## src/rtl/lp_grid_solver_if.sv

```systemverilog
// Handshake/bus bundle for lp_grid_solver.
//   in_valid/in_mode/in_a1/in_a2/in_b : problem rows, driven by the master
//   out_busy/out_valid/out_feasible/out_value/out_x1/out_x2 : result, driven by the solver
interface lp_grid_solver_if #(
  parameter int unsigned CW = 6,
  parameter int unsigned BW = 12
) ();
  logic                 in_valid;
  logic                 in_mode;
  logic signed [CW-1:0] in_a1;
  logic signed [CW-1:0] in_a2;
  logic signed [BW-1:0] in_b;
  logic                 out_busy;
  logic                 out_valid;
  logic                 out_feasible;
  logic signed [BW-1:0] out_value;
  logic signed [BW-1:0] out_x1;
  logic signed [BW-1:0] out_x2;

  modport master (
    output in_valid, in_mode, in_a1, in_a2, in_b,
    input  out_busy, out_valid, out_feasible, out_value, out_x1, out_x2
  );

  modport slave (
    input  in_valid, in_mode, in_a1, in_a2, in_b,
    output out_busy, out_valid, out_feasible, out_value, out_x1, out_x2
  );
endinterface

```

## src/rtl/lp_grid_solver.sv

```systemverilog
// Two-variable integer LP solver: loads objective + NCON rows (a1*x1 + a2*x2 <= b),
// then exhaustively scans the lattice box one point per cycle.
// Ports:
//   clk, rst_n : clock, asynchronous active-low reset
//   bus        : lp_grid_solver_if.slave (row input stream, registered result outputs)
module lp_grid_solver #(
  parameter int unsigned CW    = 6,
  parameter int unsigned BW    = 12,
  parameter int unsigned NCON  = 6,
  parameter int unsigned RANGE = 31
) (
  input  logic           clk,
  input  logic           rst_n,
  lp_grid_solver_if.slave bus
);

  localparam int unsigned PW  = CW + BW;      // product width
  localparam int unsigned SW  = CW + BW + 1;  // sum / compare width
  localparam int unsigned BXW = BW + 1;       // box width (holds -b for b = -2^(BW-1))
  localparam int unsigned RW  = (NCON > 1) ? $clog2(NCON) : 1;

  localparam logic signed [BXW-1:0] BOX_HI  = BXW'(RANGE);
  localparam logic signed [BXW-1:0] BOX_LO  = -BOX_HI;
  localparam logic signed [SW-1:0]  SAT_MAX = SW'((1 << (BW - 1)) - 1);
  localparam logic signed [SW-1:0]  SAT_MIN = -SAT_MAX - SW'(1);

  typedef enum logic [2:0] {S_IDLE, S_LOAD, S_PREP, S_SCAN, S_DONE} state_t;

  state_t               r_state;
  logic                 r_mode;
  logic signed [CW-1:0] r_c1, r_c2;
  logic signed [CW-1:0] r_a1 [NCON];
  logic signed [CW-1:0] r_a2 [NCON];
  logic signed [BW-1:0] r_b  [NCON];
  logic [RW-1:0]        r_row;
  logic signed [BXW-1:0] r_lo1, r_hi1, r_lo2, r_hi2;
  logic signed [BW-1:0] r_x1, r_x2;
  logic                 r_found;
  logic signed [SW-1:0] r_best;
  logic signed [BW-1:0] r_bx1, r_bx2;

  logic                 r_busy, r_valid, r_feas;
  logic signed [BW-1:0] r_value, r_ox1, r_ox2;

  logic signed [SW-1:0]  w_obj, w_nbest;
  logic                  w_feas, w_take, w_nfound, w_x1_end, w_last;
  logic signed [BW-1:0]  w_nbx1, w_nbx2, w_sat;
  logic signed [BXW-1:0] w_b_ext, w_b_neg;

  // Exact a*x + b*y at SW bits.
  function automatic logic signed [SW-1:0] dot(
    input logic signed [CW-1:0] ca, input logic signed [CW-1:0] cb,
    input logic signed [BW-1:0] xa, input logic signed [BW-1:0] xb);
    logic signed [PW-1:0] p1, p2;
    p1 = PW'(ca) * PW'(xa);
    p2 = PW'(cb) * PW'(xb);
    return SW'(p1) + SW'(p2);
  endfunction

  // Evaluate the current scan point and the candidate best-so-far.
  always_comb begin
    w_obj  = dot(r_c1, r_c2, r_x1, r_x2);
    w_feas = 1'b1;
    for (int i = 0; i < int'(NCON); i++) begin
      if (dot(r_a1[i], r_a2[i], r_x1, r_x2) > SW'(r_b[i])) w_feas = 1'b0;
    end
    // Strict improvement only, so ties keep the earliest point in scan order.
    w_take   = w_feas && (!r_found || (r_mode ? (w_obj < r_best) : (w_obj > r_best)));
    w_nfound = r_found | w_take;
    w_nbest  = w_take ? w_obj : r_best;
    w_nbx1   = w_take ? r_x1  : r_bx1;
    w_nbx2   = w_take ? r_x2  : r_bx2;
    w_x1_end = (BXW'(r_x1) == r_hi1);
    w_last   = w_x1_end && (BXW'(r_x2) == r_hi2);
    if (w_nbest > SAT_MAX)      w_sat = BW'(SAT_MAX);
    else if (w_nbest < SAT_MIN) w_sat = BW'(SAT_MIN);
    else                        w_sat = BW'(w_nbest);
    w_b_ext = BXW'(bus.in_b);
    w_b_neg = -w_b_ext;
  end

  // Control FSM with datapath and registered outputs.
  always_ff @(posedge clk or negedge rst_n) begin
    if (!rst_n) begin
      r_state <= S_IDLE;
      r_mode  <= 1'b0;
      r_c1    <= '0;
      r_c2    <= '0;
      for (int i = 0; i < int'(NCON); i++) begin
        r_a1[i] <= '0;
        r_a2[i] <= '0;
        r_b[i]  <= '0;
      end
      r_row   <= '0;
      r_lo1   <= '0;
      r_hi1   <= '0;
      r_lo2   <= '0;
      r_hi2   <= '0;
      r_x1    <= '0;
      r_x2    <= '0;
      r_found <= 1'b0;
      r_best  <= '0;
      r_bx1   <= '0;
      r_bx2   <= '0;
      r_busy  <= 1'b0;
      r_valid <= 1'b0;
      r_feas  <= 1'b0;
      r_value <= '0;
      r_ox1   <= '0;
      r_ox2   <= '0;
    end else begin
      r_valid <= 1'b0;
      case (r_state)
        S_IDLE: begin
          if (bus.in_valid) begin
            r_mode  <= bus.in_mode;
            r_c1    <= bus.in_a1;
            r_c2    <= bus.in_a2;
            r_lo1   <= BOX_LO;
            r_hi1   <= BOX_HI;
            r_lo2   <= BOX_LO;
            r_hi2   <= BOX_HI;
            r_row   <= '0;
            r_busy  <= 1'b1;
            r_state <= S_LOAD;
          end
        end
        S_LOAD: begin
          if (!bus.in_valid) begin
            // Short row stream: drop the problem silently.
            r_busy  <= 1'b0;
            r_state <= S_IDLE;
          end else begin
            r_a1[r_row] <= bus.in_a1;
            r_a2[r_row] <= bus.in_a2;
            r_b[r_row]  <= bus.in_b;
            // Unit rows also tighten the scan box.
            if (bus.in_a1 == CW'(1) && bus.in_a2 == '0 && w_b_ext < r_hi1)  r_hi1 <= w_b_ext;
            if (bus.in_a1 == CW'(-1) && bus.in_a2 == '0 && w_b_neg > r_lo1) r_lo1 <= w_b_neg;
            if (bus.in_a1 == '0 && bus.in_a2 == CW'(1) && w_b_ext < r_hi2)  r_hi2 <= w_b_ext;
            if (bus.in_a1 == '0 && bus.in_a2 == CW'(-1) && w_b_neg > r_lo2) r_lo2 <= w_b_neg;
            if (r_row == RW'(NCON - 1)) r_state <= S_PREP;
            else                        r_row   <= r_row + RW'(1);
          end
        end
        S_PREP: begin
          r_found <= 1'b0;
          r_best  <= '0;
          r_bx1   <= '0;
          r_bx2   <= '0;
          if (r_lo1 > r_hi1 || r_lo2 > r_hi2) begin
            r_valid <= 1'b1;
            r_feas  <= 1'b0;
            r_value <= '0;
            r_ox1   <= '0;
            r_ox2   <= '0;
            r_state <= S_DONE;
          end else begin
            r_x1    <= BW'(r_lo1);
            r_x2    <= BW'(r_lo2);
            r_state <= S_SCAN;
          end
        end
        S_SCAN: begin
          r_found <= w_nfound;
          r_best  <= w_nbest;
          r_bx1   <= w_nbx1;
          r_bx2   <= w_nbx2;
          if (w_last) begin
            // Publish including the last point's contribution.
            r_valid <= 1'b1;
            r_feas  <= w_nfound;
            r_value <= w_nfound ? w_sat  : '0;
            r_ox1   <= w_nfound ? w_nbx1 : '0;
            r_ox2   <= w_nfound ? w_nbx2 : '0;
            r_state <= S_DONE;
          end else if (w_x1_end) begin
            r_x1 <= BW'(r_lo1);
            r_x2 <= r_x2 + BW'(1);
          end else begin
            r_x1 <= r_x1 + BW'(1);
          end
        end
        S_DONE: begin
          r_busy  <= 1'b0;
          r_state <= S_IDLE;
        end
        default: r_state <= S_IDLE;
      endcase
    end
  end

  assign bus.out_busy     = r_busy;
  assign bus.out_valid    = r_valid;
  assign bus.out_feasible = r_feas;
  assign bus.out_value    = r_value;
  assign bus.out_x1       = r_ox1;
  assign bus.out_x2       = r_ox2;

endmodule

```

## src/flat_wrapper.sv

```systemverilog
// flat-port wrapper written by rule: the top's interface ports become plain ports
module lp_grid_solver_flat 
#(
  parameter int unsigned CW    = 6,
  parameter int unsigned BW    = 12,
  parameter int unsigned NCON  = 6,
  parameter int unsigned RANGE = 31
)
  (clk, rst_n, bus_in_valid, bus_in_mode, bus_in_a1, bus_in_a2, bus_in_b, bus_out_busy, bus_out_valid, bus_out_feasible, bus_out_value, bus_out_x1, bus_out_x2);
  lp_grid_solver_if #(.CW(CW), .BW(BW)) bus_i ();
  input  logic clk;
  input  logic rst_n;
  input wire logic [$bits(bus_i.in_valid)-1:0] bus_in_valid;
  input wire logic [$bits(bus_i.in_mode)-1:0] bus_in_mode;
  input wire logic [$bits(bus_i.in_a1)-1:0] bus_in_a1;
  input wire logic [$bits(bus_i.in_a2)-1:0] bus_in_a2;
  input wire logic [$bits(bus_i.in_b)-1:0] bus_in_b;
  output wire logic [$bits(bus_i.out_busy)-1:0] bus_out_busy;
  output wire logic [$bits(bus_i.out_valid)-1:0] bus_out_valid;
  output wire logic [$bits(bus_i.out_feasible)-1:0] bus_out_feasible;
  output wire logic [$bits(bus_i.out_value)-1:0] bus_out_value;
  output wire logic [$bits(bus_i.out_x1)-1:0] bus_out_x1;
  output wire logic [$bits(bus_i.out_x2)-1:0] bus_out_x2;
  assign bus_i.in_valid = bus_in_valid;
  assign bus_i.in_mode = bus_in_mode;
  assign bus_i.in_a1 = bus_in_a1;
  assign bus_i.in_a2 = bus_in_a2;
  assign bus_i.in_b = bus_in_b;
  assign bus_out_busy = bus_i.out_busy;
  assign bus_out_valid = bus_i.out_valid;
  assign bus_out_feasible = bus_i.out_feasible;
  assign bus_out_value = bus_i.out_value;
  assign bus_out_x1 = bus_i.out_x1;
  assign bus_out_x2 = bus_i.out_x2;
  lp_grid_solver #(.CW(CW), .BW(BW), .NCON(NCON), .RANGE(RANGE)) u_core (.clk(clk), .rst_n(rst_n), .bus(bus_i));
endmodule
```

## config.mk

```make
export PLATFORM = sky130hd
export DESIGN_NAME = lp_grid_solver_flat
export DESIGN_NICKNAME = d
export VERILOG_FILES = /design/src/rtl/lp_grid_solver_if.sv /design/src/rtl/lp_grid_solver.sv /design/src/flat_wrapper.sv
export SDC_FILE = /design/constraint.sdc
export NUM_CORES = 2
export LEC_CHECK = 0
export ABC_AREA = 0
export BUFFER_PORTS_ARGS = -buffer_cell sky130_fd_sc_hd__buf_2
export CAP_MARGIN = 15
export CORE_MARGIN = 5
export CORE_UTILIZATION = 65
export CTS_CLUSTER_SIZE = 20
export DETAILED_ROUTE_END_ITERATION = 6
export PLACE_DENSITY = 0.87
export SLEW_MARGIN = 20
export SYNTH_ARGS = -nofsm -noshare
export SYNTH_HDL_FRONTEND = slang
export SYNTH_SLANG_ARGS = --single-unit
```

## constraint.sdc

```tcl
create_clock -name clk -period 26.5 [get_ports clk]
set_input_delay 2.65 -clock clk [delete_from_list [all_inputs] [get_ports clk]]
set_output_delay 2.65 -clock clk [all_outputs]
set_load 0.02 [all_outputs]
```

==> run_results.csv <==
group,metric,value,unit
yosys,synth_cells,5956,
placed_design,portBuffers,66,
drt,vias,42876,
critical_path,crit_path_max_incr_delay,940,ps
yosys,synthXorXnorAreaFrac,0.0288,
critical_path,cp_max_fo,28,
critical_path,endpoint_kind,"flip-flop",
yosys,synth_enable_flop_cells,0,
cts,numCtsBuffers,40,
sta,worst_clock_skew,29.4,ps
sta,whs,480,ps
yosys,synth_compound_area_frac,0.0783,
sta,relSlewSlack,0.143,
status,status,"complete, but fails checks",
power,p_leak,30.4,nW
grt,track_usage,0.340,
critical_path,rr_worst_depth,30,
die,row_count,107,
drt,firstDrtPassIters,7,
yosys,synth_nets,7547,
sta,final.setup.tns,0,ps
yosys,yosysSeqAreaShare,0.144,
drt,vias_per_cell,6.13,
cts,clockBufferDepth,3,
hold_path,holdPathStages,1,
power,irDropWorstVdd,0.0430,mV
layout,nets,7400,
critical_path,required,26990,ps
yosys,yosys.area.top_type_share,0.332,
status,violations,"design-rule violations",
yosys,synth_area_leaders,"fa_1 33%, dfrtp_1 14%, ha_1 14%",
cts,hold_buffers,0,
critical_path,slowest_stage,"nor3_2",
placed_design,place_hpwl,112,mm
yosys,syn_area_per_cell,9.35,µm²
critical_path,cp_data_arrival_time,11200,ps
drt,drtAntennaViolNets,0,
layout,synthToLayoutAreaGrowth,4.58,%
yosys,async_flop_share,1.00,
yosys,yosysTopAreaCell,"fa_1",
die,die_h,303,µm
cts,cts_resized,0,
yosys,synth-seq-cells,320,
sta,rsz0062_at_grt,"false",
cts,cts_tree,"built",
sta,final_hold_viol_count,0,
critical_path,worst-setup-path-type,"reg -> reg",
layout,multi_input_area,42400,µm²
yosys,yosys.area_share.simple,0.145,
grt,grt_pass1_vias,46535,
yosys,syn_area,55700,µm²
sta,worst_pin_slew,1290,ps
drt,wl_per_cell,21.7,µm
layout,drive_gt1_frac,0.0575,
power,p_total,1.15,mW
cts,ctsRootBufferMaster,"clkbuf_16",
drt,drt-total-wl,152,mm
yosys,yosys_warnings,0,
sta,drv_slew,0,
critical_path,critPathLaunchType,"flip-flop",
cts,clock_latency,620,ps
sta,setup_viol,0,
sta,fin_crit,10710,ps
cts,clkTransAtPathRegs,60,ps
die,ios,67,
power,power_density,19.8,nW/µm²
cts,htreeDepth,2,
yosys,synth_top_family_by_area,"adder cells",
sta,fmax,93.4,MHz
yosys,ys_types,78,
drt,drc,15,
die,die-area,91600,µm²
sta,period_share,0.404,
hold_path,hp-class,"reg -> reg",
die,start_util,0.654,
critical_path,critPathBufInv,4,
critical_path,cp.depth,30,
critical_path,path_common_cell,"fa_1",
run,drv_cap,0,
die,coreArea,85100,µm²
grt,grt_max_degree,82,
yosys,synth_fa_ha_area_frac,0.476,
drt,drt_iter0_drc,4243,
cts,cts_setup_buffers,0,
critical_path,critPathTopFamily,"adder cells",
die,die_w,303,µm
placed_design,globalplace.congestion,0.958,
grt,grt_pass1_wl,245,mm
grt,antenna_found_initial,8,
yosys,muxShareOfSynthArea,0.0328,
layout,regArea,8040,µm²
grt,overflow,0,
cts,cts.sinks,320,
layout,n_fill_cell,6114,
yosys,yosys_most_used_dff,"dfrtp_1",
final timing paths:
| check | start | endpoint | slack (ps) |
|---|---|---|---|
| hold / removal | u_core.bus.out_feasible | u_core.bus.out_feasible | 480 |
| setup / recovery | u_core.r_x2[0] | u_core.r_best[15] | 15790 |
| min in group asynchronous | rst_n | u_core.r_b[68] | 1980 |
| setup reg to reg | u_core.r_x2[0] | u_core.r_best[15] | 15790 |
| max in group asynchronous | rst_n | u_core.r_x2[2] | 22280 |
| hold reg to reg | u_core.bus.out_feasible | u_core.bus.out_feasible | 480 |
metal layers:
layer | vias up | track usage | wire length [µm]
li1 | 18466 | - | -
met1 | 21350 | 0.413 | 53300
met2 | 2351 | 0.546 | 70500
met3 | 703 | 0.0918 | 16800
met4 | 6 | 0.207 | 11100
met5 | - | 0 | 40
synthesized netlist by cell type (all sizes together) (8+ instances only):
library cell  count
xor2             41
nor4             16
clkbuf          285
o21a             25
nor2            173
ha              639
o2111ai          14
o21ai           173
a2111oi          14
a211o            10
a22oi            29
nand2b          105
inv            1103
a21o             34
nor3             38
xnor2           142
a2bb2oi           9
a31oi            17
o22ai            27
mux2            101
and2            378
a211oi           32
fa              924
buf              23
o211ai           29
o22a              8
dfrtp           320
nand4            43
or4              14
nand2           730
mux2i            69
or3              14
nand3            58
o2bb2a           10
o21bai           15
o31ai            12
and3             26
nand3b           13
nor2b            16
a21oi           120
o2bb2ai          30
cell usage in the layout, fill, tap and decap left out, types with 16 or more instances in the layout:
cell type and count:
xnor2_1 142, o21a_1 25, a22oi_1 29, inv_1 1103, nor2_1 172, and3_1 26
a31oi_1 17, nand4_1 43, xor2_1 41, nor2b_1 16, o21ai_1 19, and2_1 376
o2bb2ai_1 30, mux2_2 101, o22ai_1 27, mux2i_1 69, o211ai_1 28, buf_4 52
o21ai_0 154, clkbuf_16 40, nor3_1 37, nand2b_1 105, dfrtp_1 296, ha_1 639
a21o_1 34, buf_2 65, fa_1 924, nand3_1 58, a21oi_1 120, dfrtp_2 24
a211oi_1 32, nand2_1 730
cell families (layout without fill, tap and decap cells):
kind of cell | count (synthesis) | after routing
simple gates | 1652 | 1652
fa+ha+maj | 1563 | 1563
buf+inv | 1413 | 1296
compound gates | 655 | 655
flops | 320 | 320
xor+xnor | 183 | 183
mux | 170 | 170
other cells | 0 | 9
metrics by stage:
step / utilization / instances / setup slack (ps) / cell area [µm²]
2_1_floorplan: - / 5956 / 17660 / 55700
6_report: 0.684 / 6992 / 15790 / 58200
3_5_place_dp: 0.666 / 6911 / 16150 / 56700
4_1_cts: 0.684 / 6983 / 16040 / 58200
3_3_place_gp: 0.666 / 6911 / 16400 / 56700
5_1_grt: 0.684 / 6983 / 15320 / 58200
worst register-to-register path: cells and delay by family, from the launching register on:
kind                       cells  cell delay [ps]
and+or+nand+nor                8             2850
buffers and inverters          4              630
adders and majority gates      8             3590
AOI/OAI and AO/OA             10             2740
DFF                            1              770
area by class of cell:
cell class,count,share of cell area
inverters,1105,0.0712
clock inverters,13,0.00453
repair buffers,119,0.0127
well taps,1144,0.0246
flip-flops and latches,320,0.138
clock buffers,59,0.0208
diodes,9,0.000387
multi-input cells,4223,0.728
state kept, by name (all words and copies together) (netlist names), 13 cells and up:
name           cells
u_core.r_best     19
u_core.r_a1       36
u_core.r_lo1      13
u_core.r_a2       36
u_core.r_b        72
u_core.r_lo2      13
report_power, final:
group / internal (mW) / switching (mW) / total, mW
clock network: 0.369 / 0.251 / 0.620
registers: 0.489 / 0 / 0.489
logic: 0.00834 / 0.0378 / 0.0462
total: 0.866 / 0.289 / 1.15
No activity file was read; power rests on OpenSTA's default activity.
